**src/rtl/uart_tx_fifo_drain.sv**
```systemverilog
// UART transmitter draining a show-ahead byte FIFO onto the tx line.
// Optional even parity bit when UART_TX_PARITY_EN is defined.
module uart_tx_fifo_drain #(
  parameter int DBIT       = 8,
  parameter int OS         = 16,
  parameter int STOP_TICKS = 16,
  parameter int DIV        = 651
) (
  input  logic            clk,
  input  logic            rst,
  input  logic            fifo_empty,
  input  logic [DBIT-1:0] fifo_rd_data,
  output logic            fifo_rd,
  output logic            tx,
  output logic            busy,
  output logic            tx_done_tick
);

  localparam int TMAX = (OS > STOP_TICKS) ? OS : STOP_TICKS;
  localparam int DW   = $clog2(DIV);
  localparam int TW   = $clog2(TMAX);
  localparam int BW   = $clog2(DBIT);

  typedef enum logic [2:0] {
    IDLE,
    START,
    DATA,
    PARITY,
    STOP
  } state_t;

  state_t          state, state_n;
  logic [DW-1:0]   div_cnt, div_n;
  logic [TW-1:0]   tick_cnt, tick_n;
  logic [BW-1:0]   bit_cnt, bit_n;
  logic [DBIT-1:0] shreg, shreg_n;
  logic            busy_n, tx_n, pop, done, tick;

`ifdef UART_TX_PARITY_EN
  logic [DBIT-1:0] data_byte;

  always_ff @(posedge clk or posedge rst) begin
    if (rst) begin
      data_byte <= '0;
    end else if (pop) begin
      data_byte <= fifo_rd_data;
    end
  end
`endif

  always_ff @(posedge clk or posedge rst) begin
    if (rst) begin
      state        <= IDLE;
      div_cnt      <= '0;
      tick_cnt     <= '0;
      bit_cnt      <= '0;
      shreg        <= '0;
      fifo_rd      <= 1'b0;
      tx           <= 1'b1;
      busy         <= 1'b0;
      tx_done_tick <= 1'b0;
    end else begin
      state        <= state_n;
      div_cnt      <= div_n;
      tick_cnt     <= tick_n;
      bit_cnt      <= bit_n;
      shreg        <= shreg_n;
      fifo_rd      <= pop;
      tx           <= tx_n;
      busy         <= busy_n;
      tx_done_tick <= done;
    end
  end

  always_comb begin
    state_n = state;
    div_n   = div_cnt;
    tick_n  = tick_cnt;
    bit_n   = bit_cnt;
    shreg_n = shreg;
    busy_n  = busy;
    pop     = 1'b0;
    done    = 1'b0;
    tick    = (div_cnt == DW'(DIV - 1));
    if (state != IDLE) begin
      div_n = tick ? '0 : div_cnt + 1'b1;
    end
    unique case (state)
      IDLE: begin
        div_n  = '0;
        busy_n = 1'b0;
        if (!fifo_empty) begin
          pop     = 1'b1;
          busy_n  = 1'b1;
          shreg_n = fifo_rd_data;
          state_n = START;
          tick_n  = '0;
          bit_n   = '0;
        end
      end
      START: begin
        if (tick) begin
          if (tick_cnt == TW'(OS - 1)) begin
            tick_n  = '0;
            state_n = DATA;
          end else begin
            tick_n = tick_cnt + 1'b1;
          end
        end
      end
      DATA: begin
        if (tick) begin
          if (tick_cnt == TW'(OS - 1)) begin
            tick_n  = '0;
            shreg_n = shreg >> 1;
            if (bit_cnt == BW'(DBIT - 1)) begin
              bit_n = '0;
`ifdef UART_TX_PARITY_EN
              state_n = PARITY;
`else
              state_n = STOP;
`endif
            end else begin
              bit_n = bit_cnt + 1'b1;
            end
          end else begin
            tick_n = tick_cnt + 1'b1;
          end
        end
      end
`ifdef UART_TX_PARITY_EN
      PARITY: begin
        if (tick) begin
          if (tick_cnt == TW'(OS - 1)) begin
            tick_n  = '0;
            state_n = STOP;
          end else begin
            tick_n = tick_cnt + 1'b1;
          end
        end
      end
`endif
      STOP: begin
        if (tick) begin
          if (tick_cnt == TW'(STOP_TICKS - 1)) begin
            tick_n  = '0;
            done    = 1'b1;
            state_n = IDLE;
          end else begin
            tick_n = tick_cnt + 1'b1;
          end
        end
      end
      default: begin
        state_n = IDLE;
      end
    endcase
  end

  // Line level follows the next state so tx flips on the boundary edge.
  always_comb begin
    tx_n = 1'b1;
    unique case (1'b1)
      (state_n == START): tx_n = 1'b0;
      (state_n == DATA):  tx_n = shreg_n[0];
`ifdef UART_TX_PARITY_EN
      (state_n == PARITY): tx_n = ^data_byte;
`endif
      default: tx_n = 1'b1;
    endcase
  end

endmodule

```
**config.mk**
```make
export PLATFORM = sky130hd
export DESIGN_NAME = uart_tx_fifo_drain
export DESIGN_NICKNAME = d
export VERILOG_FILES = /design/src/rtl/uart_tx_fifo_drain.sv
export SDC_FILE = /design/constraint.sdc
export NUM_CORES = 1
export LEC_CHECK = 0
export CAP_MARGIN = 20
export CORE_MARGIN = 5
export CORE_UTILIZATION = 60
export DETAILED_ROUTE_END_ITERATION = 10
export PLACE_DENSITY = 0.83
export SLEW_MARGIN = 5
export SYNTH_ARGS = -nofsm -noshare
export SYNTH_HDL_FRONTEND = slang
export SYNTH_SLANG_ARGS = --single-unit
```
**constraint.sdc**
```tcl
create_clock -name clk -period 6.2 [get_ports clk]
set_clock_uncertainty 0.15 [all_clocks]
set_input_delay 1.86 -clock clk [delete_from_list [all_inputs] [get_ports clk]]
set_output_delay 1.86 -clock clk [all_outputs]
set_load 0.1 [all_outputs]
```
Word level (Yosys, flattened, before mapping)
Cells that the tools add are included.

Bits of input ports: 11. Word-level logic and storage cells: 64. Flip-flop bits (word level): 32.

$add $sub $neg: 3. Eq/ne operators: 12. Mux-type cells: 31. Reduce and logical (&&, ||, !) cells: 8.

Operators with widths (number): $mux W3 (12); $mux W10 (3); $mux W8 (3); $pmux W8 S2 (1); $mux W4 (3); $pmux W3 S4 (1); $add A10 B1 Y10 const B (1); $eq A10 B10 Y1 const B (1); $pmux W4 S2 (1); $eq A3 B1 Y1 const B (2); $eq A3 B2 Y1 const B (2); $eq A3 B3 Y1 const B (2); $ne A2 B2 Y1 const B (3); $pmux W3 S2 (1); $reduce_bool A2 Y1 (3); $mux W1 (5); $add A4 B1 Y4 const B (1); $eq A4 B4 Y1 const B (1); $reduce_and A4 Y1 (1); $add A3 B1 Y3 const B (1); $logic_not A3 Y1 (1); $reduce_and A3 Y1 (1); $reduce_bool A3 Y1 (1); $reduce_or A3 Y1 (1); other kinds (2) (2).

Depth between registers and ports, before layout
Gate-level depths: netlist (run 1).

Word-level depth: 7. Gate-level depth with buffers: 9.

Worst setup path after synthesis (run 1)
No wires, ideal clock.

Path type: input to register. Start point: input fifo_empty. End point: register tick_cnt[3]. Setup slack: 3.124 ns. Stages on the path: 6. Arrival time: 2.861 ns. Buffers on the path: 1. Setup time: 0.065 ns. Cells stage by stage: or2_1 buf_6 clkinv_4 a21oi_4 or4_1 nand2_1.

Longest elaborated chain between the ends: 2.

RTL lines: from (decl) (RTL line 11) `input logic fifo_empty,`; $ne A2 B2 Y1 (no line); $reduce_and A3 Y1 (no line); to (signal assigned) (RTL line 65) `tick_cnt <= tick_n;`; to (decl) (RTL line 34) `logic [TW-1:0] tick_cnt, tick_n;`.

No other way between the ends. A chain may end at the register's enable or synchronous reset.

Worst setup path after layout (run 1)
Start point: register tx. End point: output tx.

RTL lines: from (decl) (RTL line 14) `output logic tx,`; from (signal assigned) (RTL line 69) `tx <= tx_n;`.

No word-level cell between the ends.

==> metrics.txt, run 1 <==
status=finished clean; number of DRC violations after detailed routing=0; critical setup path kind=flop to output port; HPWL Detailed=2068 microns; min cycle time layout=3.974 ns; Hold Crit Class=flop to flop; DRC marker count from the first detailed-route iteration=33; CP cell instances=clkdlybuf4s50_1; post-synthesis instance area=1577 sq um; required time of the critical path=4.19 ns; Post-CTS Setup Inserts=0; layout cells sized above 1=9.639%; maximum number of pins on one net before global-route repair=33; number of endpoints with negative hold slack in the final report=0; Seq/Total Area, Yosys=50.87%; number of detailed-routing iterations run before antenna repair=4; detailed-route vias per instance=5.857; Fill cells=174; antenna cell count=0; leading post-synthesis cells by cell area=sky130_fd_sc_hd__dfrtp_1, sky130_fd_sc_hd__nand2_1, sky130_fd_sc_hd__ha_1; cell at the slowest stage of the critical path=sky130_fd_sc_hd__clkdlybuf4s50_1; Chip Height=61.26 microns; Fin Setup TNS=0 ns; async set or reset register ratio after synthesis=100.0%; Synth Net Count=165; CTS H-Tree Depth=2; number of buffer and inverter stages on the critical path=1; core utilization of the finished layout=72.37%; unrepaired setup endpoints after global routing=no; cts hold-fix bufs=0; antenna violations before repair=0; cell area power density=338.0 nW/um^2; most used standard cell by instance count after synthesis=sky130_fd_sc_hd__dfrtp_1; DP Cell Count=188; critical path endpoint category=output port; per-cell routed wire length=14.72 microns; fin. max-slew vios=0; commonest cells in the synthesized netlist=sky130_fd_sc_hd__dfrtp_1, sky130_fd_sc_hd__nand2_1, sky130_fd_sc_hd__nor2_1, sky130_fd_sc_hd__a22o_1; smallest hold slack=0.3413 ns; area share of the largest cell type after synthesis=49.21%; setup violators final=0; slew of the pin with the lowest slew margin=0.9679 ns; synthesized area per cell=10.58 sq um; crit path max fanout=1; Yosys warning count=0; most frequently used flop master after synthesis=sky130_fd_sc_hd__dfrtp_1; Max Freq=251.7 MHz; layout overhead on the synthesized area=14.76%; arrival time worst endpoint=1.96 ns; Worst slew margin=35.27%; Final ANT Viol Nets=0; standby leakage power=0.0008486 uW; Port Buf Inserts=14; cell taking the most area after synthesis=sky130_fd_sc_hd__dfrtp_1; number of enable-type register cells in the synthesized netlist=0; initial standard-cell utilization of the core=63.06%; floorplan row count=18; overall fraction of global-route tracks in use=18.45%; # nets final=181; count of cells resized by post-cts repair=0; placeable core region=2500 sq um; distinct cell type count after synthesis=42; die area=3753 sq um; number of standard cells in the layout, taps in and fillers out=196; TritonCTS clock tree=built; first-pass GRT wire length=5016 microns; library cell used as clock root buffer=sky130_fd_sc_hd__clkbuf_4; clock buffers created by TritonCTS=5; placer's final routability congestion estimate=0.8033; clock tree sinks=32; source-to-sink clock delay at the later pin of the worst-skew pair=0.33 ns; overflow left after global routing=0; kind of launch point of the worst setup path=flop; die width=61.26 microns; count of state elements after synthesis=32; Detailed Route WL=2885 microns; vias in the first global route=1,120; max cap viols=0; total vias in the final route=1,148; Crit path max-delay family=buffers and inverters; share of the clock period used by the worst path after layout=64.09%; clock transition at the registers of the reported paths=0.10 ns; number of ports placed on the die boundary=15; Crit path largest cell delay=1.12 ns; number of buffers on the longest clock path=2; maximum vdd drop=0.2690 mV; Gate Count Post-Synth=149
==> final timing paths <==
kind | from | end | slack (ns) | depth (start not counted)
setup / recovery | tx$_DFF_PP1_ | tx | 2.23 | 1
hold / removal | shreg[1]$_DFFE_PP0P_ | shreg[1]$_DFFE_PP0P_ | 0.34 | 1
setup reg to reg | div_cnt[4]$_DFF_PP0_ | bit_cnt[0]$_DFFE_PP0P_ | 3.65 | 5
hold reg to reg | shreg[1]$_DFFE_PP0P_ | shreg[1]$_DFFE_PP0P_ | 0.34 | 1
max in group asynchronous | rst | tx$_DFF_PP1_ | 3.78 | 3
min in group asynchronous | rst | shreg[5]$_DFFE_PP0P_ | 1.79 | 3
==> cell type report <==
type,count,area [sq um],area share (%)
Clock buffer,7,65.06,3.596
Clock inverter,1,30.03,1.660
Inverter,5,23.77,1.314
Multi-Input combinational cell,106,703.2,38.87
Sequential cell,32,802.0,44.33
Tap cell,30,37.54,2.075
Timing Repair Buffer,15,147.6,8.160
==> report_power, final <==
part	leakage, uW	total [uW]	internal (uW)	switching, uW
logic	0.000386	134	56.1	78.1
clock network	0.0000515	176	107	69.4
registers	0.000411	301	258	42.7
==> routing by layer <==
layer	GRT usage, %	vias to the layer above	part of all wire, %
met5	0	-	0
met4	7.740	0	2.0
met3	6.289	9	5.1
met2	30.06	29	50
met1	22.33	563	43
li1	-	547	-
==> flip-flops by register name (all words and copies together) (netlist names) <==
signal,cells
div_cnt,10
shreg,8
tick_cnt,4
bit_cnt,3
state,3
busy,1
fifo_rd,1
tx,1
tx_done_tick,1
==> layout by cell type, fill, tap and decap left out, types with 2 or more instances in the layout <==
master	netlist	routed
sky130_fd_sc_hd__a22o_1	7	7
sky130_fd_sc_hd__clkbuf_4	0	5
sky130_fd_sc_hd__and3_1	3	3
sky130_fd_sc_hd__o21ai_0	6	6
sky130_fd_sc_hd__a21o_1	6	6
sky130_fd_sc_hd__xor2_1	4	4
sky130_fd_sc_hd__inv_1	4	4
sky130_fd_sc_hd__nand2b_1	3	3
sky130_fd_sc_hd__ha_1	5	5
sky130_fd_sc_hd__nor2_1	15	15
sky130_fd_sc_hd__nand3b_1	2	2
sky130_fd_sc_hd__a21oi_1	4	4
sky130_fd_sc_hd__clkdlybuf4s50_1	0	14
sky130_fd_sc_hd__nand3_1	4	4
sky130_fd_sc_hd__nand2_1	18	18
sky130_fd_sc_hd__a31oi_1	2	2
sky130_fd_sc_hd__xnor2_1	5	5
sky130_fd_sc_hd__clkbuf_8	0	2
sky130_fd_sc_hd__dfrtp_1	31	31
sky130_fd_sc_hd__mux2i_1	2	2
==> cell families after synthesis <==
kind of cell    after synthesis  synth area share (%)
flops                        32                 50.87
xor+xnor                      9                 5.000
mux                           2                 1.270
fa+ha+maj                     5                 3.968
simple gates                 58                 19.68
compound gates               32                 14.68
buf+inv                      11                 4.523
==> through the flow <==
step	cell area, sq um	power [uW]	setup slack, ns
floorplan	1577	397.9	3.124
global placement	1714	427.9	2.576
detailed placement	1714	437.1	2.572
CTS	1809	615.8	2.209
global route	1809	650.4	2.184
finish	1809	611.6	2.226
No activity file was read; power rests on OpenSTA's default activity.
==> run 2: changes to the inputs <==
--- a/config.mk
+++ b/config.mk
@@ -7,9 +7,9 @@
 export LEC_CHECK = 0
 export CAP_MARGIN = 20
 export CORE_MARGIN = 5
-export CORE_UTILIZATION = 60
+export CORE_UTILIZATION = 50
 export DETAILED_ROUTE_END_ITERATION = 10
-export PLACE_DENSITY = 0.83
+export PLACE_DENSITY = 0.74
 export SLEW_MARGIN = 5
 export SYNTH_ARGS = -nofsm -noshare
 export SYNTH_HDL_FRONTEND = slang
==> constraint.sdc (replaced) <==
create_clock -name clk -period 3.4 [get_ports clk]
set_clock_uncertainty 0.15 [all_clocks]
set_input_delay 1.02 -clock clk [delete_from_list [all_inputs] [get_ports clk]]
set_output_delay 1.02 -clock clk [all_outputs]
set_load 0.1 [all_outputs]
==> metrics.txt, run 2 (synthesized netlist as in run 1, its figures left out) <==
share of the clock period used by the worst path after layout=71.84%; Port Buf Inserts=14 (unchanged); first-pass GRT wire length=4968 microns (was 5016 microns); unrepaired setup endpoints after global routing=no (unchanged); critical setup path kind=input pin to flop (was flop to output port); dpl ws=0.6239 ns (was 2.572 ns); Chip Height=66.15 microns (was 61.26 microns); floorplan row count=20 (was 18); cts hold-fix bufs=0 (unchanged); total vias in the final route=1,148 (unchanged); Sequential cell area=802.0 sq um (unchanged); Fin Setup TNS=0 ns (unchanged); clock buffers created by TritonCTS=5 (unchanged); Max Freq=409.4 MHz; most frequent cells in the layout=sky130_fd_sc_hd__dfrtp_1, sky130_fd_sc_hd__nand2_1, sky130_fd_sc_hd__nor2_1 (unchanged); placeable core region=3028 sq um (was 2500 sq um); number of DRC violations after detailed routing=0 (unchanged); required time of the critical path=3.51 ns (was 4.19 ns); TritonCTS clock tree=built (unchanged); antenna violations before repair=0 (unchanged); Hold Path Stages=1 (unchanged); clock transition at the registers of the reported paths=0.09 ns (was 0.10 ns); Hold Crit Class=flop to flop (unchanged); count of cells resized by post-cts repair=0 (unchanged); layout overhead on the synthesized area=12.62% (was 14.76%); final worst-path setup slack=0.9576 ns (was 2.226 ns); critical path endpoint category=flop (was output port); CP startpoint=fifo_empty (was tx$_DFF_PP1_); max cap viols=0 (unchanged); overflow left after global routing=0 (unchanged); min cycle time layout=2.442 ns; placer's final routability congestion estimate=0.8203 (was 0.8033); register containing the most flip-flops in the final layout=div_cnt (unchanged); capturing point of the worst reg2reg path=bit_cnt[0]$_DFFE_PP0P_ (unchanged); maximum vdd drop=0.3219 mV (was 0.2690 mV); layout cells sized above 1=11.45% (was 9.639%); vias in the first global route=1,187 (was 1,120); number of buffers on the longest clock path=2 (unchanged); Fill cells=274 (was 174); die width=66.15 microns (was 61.26 microns); hold wc startpoint=shreg[4]$_DFFE_PP0P_ (was shreg[1]$_DFFE_PP0P_); number of flip-flops in the largest register=10 (unchanged); setup violators final=0 (unchanged); kind of launch point of the worst setup path=input pin (was flop); source-to-sink clock delay at the later pin of the worst-skew pair=0.32 ns (was 0.33 ns); die area=4376 sq um (was 3753 sq um); overall fraction of global-route tracks in use=15.01% (was 18.45%); CTS H-Tree Depth=2 (unchanged); leading registers by flop count=div_cnt x10, shreg x8, tick_cnt x4 (unchanged); detailed-route vias per instance=5.467 (was 5.857); Final ANT Viol Nets=0 (unchanged); Worst slew margin=70.42% (was 35.27%); clock tree sinks=32 (unchanged); cell area power density=555.8 nW/um^2 (was 338.0 nW/um^2); per-cell routed wire length=13.37 microns (was 14.72 microns); area taken by multi-input logic gates=703.2 sq um (unchanged); standby leakage power=0.0008375 uW (was 0.0008486 uW); library cell used as clock root buffer=sky130_fd_sc_hd__clkbuf_4 (unchanged); status=finished clean (unchanged); number of cells on the worst reg-to-reg path=6 (was 5); # nets final=182 (was 181); HPWL Detailed=2105 microns (was 2068 microns); maximum number of pins on one net before global-route repair=33 (unchanged); leading cell type in the layout, fill and taps excluded=sky130_fd_sc_hd__dfrtp_1 (unchanged); arrival time worst endpoint=2.56 ns (was 1.96 ns); number of detailed-routing iterations run before antenna repair=4 (unchanged); number of endpoints with negative hold slack in the final report=0 (unchanged); worst-case hold path end point=shreg[4]$_DFFE_PP0P_ (was shreg[1]$_DFFE_PP0P_); Post-CTS Setup Inserts=0 (unchanged); initial standard-cell utilization of the core=52.07% (was 63.06%); slew of the pin with the lowest slew margin=0.4420 ns (was 0.9679 ns); R2R Setup Slk=1.10 ns (was 3.65 ns); antenna cell count=0 (unchanged); DRC marker count from the first detailed-route iteration=63 (was 33); crit path max fanout=13 (was 1); fin. max-slew vios=0 (unchanged); worst r2r src=div_cnt[4]$_DFF_PP0_ (unchanged); number of ports placed on the die boundary=15 (unchanged); Detailed Route WL=2807 microns (was 2885 microns)
## run 2: cell types whose count changed in the layout (fill, tap and decap cells not counted)
cell                              change
sky130_fd_sc_hd__buf_4                +5
sky130_fd_sc_hd__bufinv_16            -1
sky130_fd_sc_hd__clkbuf_1             +1
sky130_fd_sc_hd__clkbuf_8             -2
sky130_fd_sc_hd__clkdlybuf4s50_1      -4
sky130_fd_sc_hd__clkinv_2             +1
## run 2: area by class of cell
class	count	share of cell area, %
clock buffer	6	2.326
clock inverter	1	0.2819
inverter	5	1.339
multi-input combinational	106	39.61
sequential	32	45.17
tap	44	3.101
timing repair buffer	16	8.175
## run 2: how the worst max path moves through the flow
| stage | to | slack (ns) | cells after the start |
|---|---|---|---|
| floorplan | tick_cnt[3]$_DFFE_PP0P_ | 1.16 | 6 |
| global route | bit_cnt[0]$_DFFE_PP0P_ | 0.84 | 5 |
| detailed placement | tick_cnt[3]$_DFFE_PP0P_ | 0.62 | 6 |
| finish | tick_cnt[3]$_DFFE_PP0P_ | 0.96 | 6 |
| CTS | tick_cnt[3]$_DFFE_PP0P_ | 0.97 | 6 |
| global placement | tick_cnt[3]$_DFFE_PP0P_ | 0.65 | 6 |
## run 2: stage by stage
stage          utilization (%)  power (uW)  instance area, sq um  cells  hold WS (ns)
2_1_floorplan                -       725.6                  1577    149        0.2999
3_3_place_gp             57.11       778.8                  1729    203        0.3103
3_5_place_dp             57.11       802.0                  1729    203        0.3160
4_1_cts                  58.64       995.2                  1775    210        0.3377
5_1_grt                  58.64        1052                  1775    210        0.3690
6_report                 58.64       986.8                  1775    210        0.3356
## run 2: worst max-delay path: stages
cell and delay, ns:
sky130_fd_sc_hd__clkdlybuf4s50_1 0.40, sky130_fd_sc_hd__or2_1 0.34, sky130_fd_sc_hd__clkinv_4 0.15, sky130_fd_sc_hd__a21oi_4 0.06, sky130_fd_sc_hd__or4_1 0.51, sky130_fd_sc_hd__nand2_1 0.07
## run 2: layer usage
layer  up-vias  part of all wire, %  GRT usage (%)
met5         -                    0              0
met4         0                  2.5          6.599
met3        10                  4.4          5.442
met2        25                   50          25.40
met1       565                   43          16.78
li1        548                    -              -
## run 2: where the power goes
group | internal (uW) | total (uW) | switching, uW
combinational | 102 | 245 | 143
clock | 76.0 | 192 | 116
sequential | 471 | 550 | 78.6
total | 649 | 987 | 338
==> run 3: changes to the inputs <==
--- a/config.mk
+++ b/config.mk
@@ -7,9 +7,9 @@
 export LEC_CHECK = 0
 export CAP_MARGIN = 20
 export CORE_MARGIN = 5
-export CORE_UTILIZATION = 50
+export CORE_UTILIZATION = 56
 export DETAILED_ROUTE_END_ITERATION = 10
-export PLACE_DENSITY = 0.74
+export PLACE_DENSITY = 0.78
 export SLEW_MARGIN = 5
 export SYNTH_ARGS = -nofsm -noshare
 export SYNTH_HDL_FRONTEND = slang
==> constraint.sdc (replaced) <==
create_clock -name clk -period 2.6 [get_ports clk]
set_clock_uncertainty 0.15 [all_clocks]
set_input_delay 0.78 -clock clk [delete_from_list [all_inputs] [get_ports clk]]
set_output_delay 0.78 -clock clk [all_outputs]
set_load 0.1 [all_outputs]
==> metrics.txt, run 3 (synthesized netlist as in run 1, its figures left out) <==
vias in the first global route=1,153 (was 1,187); cell at the slowest stage of the critical path=sky130_fd_sc_hd__or4b_4 (was sky130_fd_sc_hd__or4_1); antenna violations before repair=0 (unchanged); unrepaired setup endpoints after global routing=no (unchanged); clock tree sinks=32 (unchanged); crit path max fanout=7 (was 13); number of endpoints with negative hold slack in the final report=0 (unchanged); Fill cells=229 (was 274); min cycle time layout=2.280 ns; fin. max-slew vios=0 (unchanged); source-to-sink clock delay at the later pin of the worst-skew pair=0.34 ns (was 0.32 ns); clock buffers created by TritonCTS=5 (unchanged); floorplan row count=19 (was 20); die width=63.06 microns (was 66.15 microns); number of buffer and inverter stages on the critical path=1 (was 2); placer's final routability congestion estimate=0.8788 (was 0.8203); leading cell type in the layout, fill and taps excluded=sky130_fd_sc_hd__dfrtp_1 (unchanged); number of detailed-routing iterations run before antenna repair=4 (unchanged); per-cell routed wire length=14.25 microns (was 13.37 microns); leading registers by flop count=div_cnt x10, shreg x8, tick_cnt x4 (unchanged); Detailed Route WL=2865 microns (was 2807 microns); Post-CTS Setup Inserts=0 (unchanged); overflow left after global routing=0 (unchanged); cts hold-fix bufs=0 (unchanged); total vias in the final route=1,152 (was 1,148); count of cells resized by post-cts repair=0 (unchanged); Fin Setup TNS=0 ns (unchanged); library cell used as clock root buffer=sky130_fd_sc_hd__clkbuf_4 (unchanged); layout cells sized above 1=13.53% (was 11.45%); DRC marker count from the first detailed-route iteration=97 (was 63); Crit path max-delay family=simple AND/OR/NAND/NOR gates (unchanged); share of the clock period used by the worst path after layout=87.69%; overall fraction of global-route tracks in use=16.54% (was 15.01%); Chip Height=63.06 microns (was 66.15 microns); HPWL Detailed=2076 microns (was 2105 microns); Hold Crit Class=flop to flop (unchanged); number of flip-flops in the largest register=10 (unchanged); # nets final=185 (was 182); critical setup path kind=flop to flop (was input pin to flop); die area=3977 sq um (was 4376 sq um); critical path endpoint category=flop (unchanged); Crit path largest cell delay=0.55 ns (was 0.51 ns); first-pass GRT wire length=5202 microns (was 4968 microns); arrival time worst endpoint=2.41 ns (was 2.56 ns); number of buffers on the longest clock path=2 (unchanged); Port Buf Inserts=14 (unchanged); placeable core region=2734 sq um (was 3028 sq um); Worst slew margin=73.34% (was 70.42%); maximum vdd drop=0.6114 mV (was 0.3219 mV); core utilization of the finished layout=66.27% (was 58.64%); slew of the pin with the lowest slew margin=0.4000 ns (was 0.4420 ns); number of ports placed on the die boundary=15 (unchanged); standby leakage power=0.0008656 uW (was 0.0008375 uW); register containing the most flip-flops in the final layout=div_cnt (unchanged); kind of launch point of the worst setup path=flop (was input pin); clock transition at the registers of the reported paths=0.10 ns (was 0.09 ns); TritonCTS clock tree=built (unchanged); detailed-route vias per instance=5.731 (was 5.467); max cap viols=0 (unchanged); status=finished clean (unchanged); Max Freq=438.6 MHz; layout overhead on the synthesized area=14.92% (was 12.62%); Final ANT Viol Nets=0 (unchanged); setup violators final=0 (unchanged); antenna cell count=0 (unchanged); maximum number of pins on one net before global-route repair=33 (unchanged); CP cell instances=or4b_4 -> nor4_2 -> and2b_1 -> buf_4 -> mux2i_1 -> o2bb2ai_1 (was clkdlybuf4s50_1 -> or2_1 -> clkinv_4 -> a21oi_4 -> or4_1 -> nand2_1); cell area power density=775.2 nW/um^2 (was 555.8 nW/um^2); number of DRC violations after detailed routing=0 (unchanged); required time of the critical path=2.73 ns (was 3.51 ns); CTS H-Tree Depth=2 (unchanged); most frequent cells in the layout=sky130_fd_sc_hd__dfrtp_1, sky130_fd_sc_hd__nand2_1, sky130_fd_sc_hd__nor2_1 (unchanged); initial standard-cell utilization of the core=57.67% (was 52.07%)
[run 3: cell count changes in the layout (fill, tap and decap cells not counted), sizes merged]
cell	change
buf	+3
bufinv	+1
[run 3: routing by layer]
| layer | share of wire (%) | GRT usage, % |
|---|---|---|
| met3 | 4.3 | 6.217 |
| met4 | 2.0 | 7.162 |
| met2 | 49 | 25.77 |
| met5 | 0 | 0 |
| met1 | 45 | 20.37 |
[run 3: cell type report]
type / instances / area, sq um / area share, %
multi-input combinational: 106 / 703.2 / 38.81
clock buffer: 6 / 41.29 / 2.279
sequential: 32 / 802.0 / 44.27
inverter: 5 / 23.77 / 1.312
timing repair buffer: 19 / 167.7 / 9.254
tap: 31 / 38.79 / 2.141
clock inverter: 2 / 35.03 / 1.934
[run 3: worst paths after layout]
check | from | end | slack, ns | cells after the start
setup / recovery | div_cnt[5]$_DFF_PP0_ | tx$_DFF_PP1_ | 0.32 | 6
hold / removal | shreg[2]$_DFFE_PP0P_ | shreg[2]$_DFFE_PP0P_ | 0.33 | 1
setup reg to reg | div_cnt[5]$_DFF_PP0_ | tx$_DFF_PP1_ | 0.32 | 6
hold reg to reg | shreg[2]$_DFFE_PP0P_ | shreg[2]$_DFFE_PP0P_ | 0.33 | 1
max in group asynchronous | rst | tx$_DFF_PP1_ | 1.31 | 3
min in group asynchronous | rst | shreg[0]$_DFF_PP0_ | 0.66 | 3
[run 3: stage by stage]
step	setup WS [ns]	hold WS [ns]	instances	instance area [sq um]	power, uW
2_1_floorplan	0.5211	0.2999	149	1577	948.9
3_3_place_gp	0.1905	0.3118	193	1735	1020
3_5_place_dp	0.1605	0.3165	193	1735	1041
4_1_cts	0.3014	0.3390	201	1812	1419
5_1_grt	0.1909	0.3650	201	1812	1501
6_report	0.3201	0.3340	201	1812	1404
[run 3: power by group]
| group | switching (uW) | total [uW] | internal [uW] | leakage (uW) |
|---|---|---|---|---|
| clock | 172 | 373 | 201 | 0.0000422 |
| sequential | 96.7 | 712 | 616 | 0.000411 |
| combinational | 185 | 319 | 134 | 0.000412 |
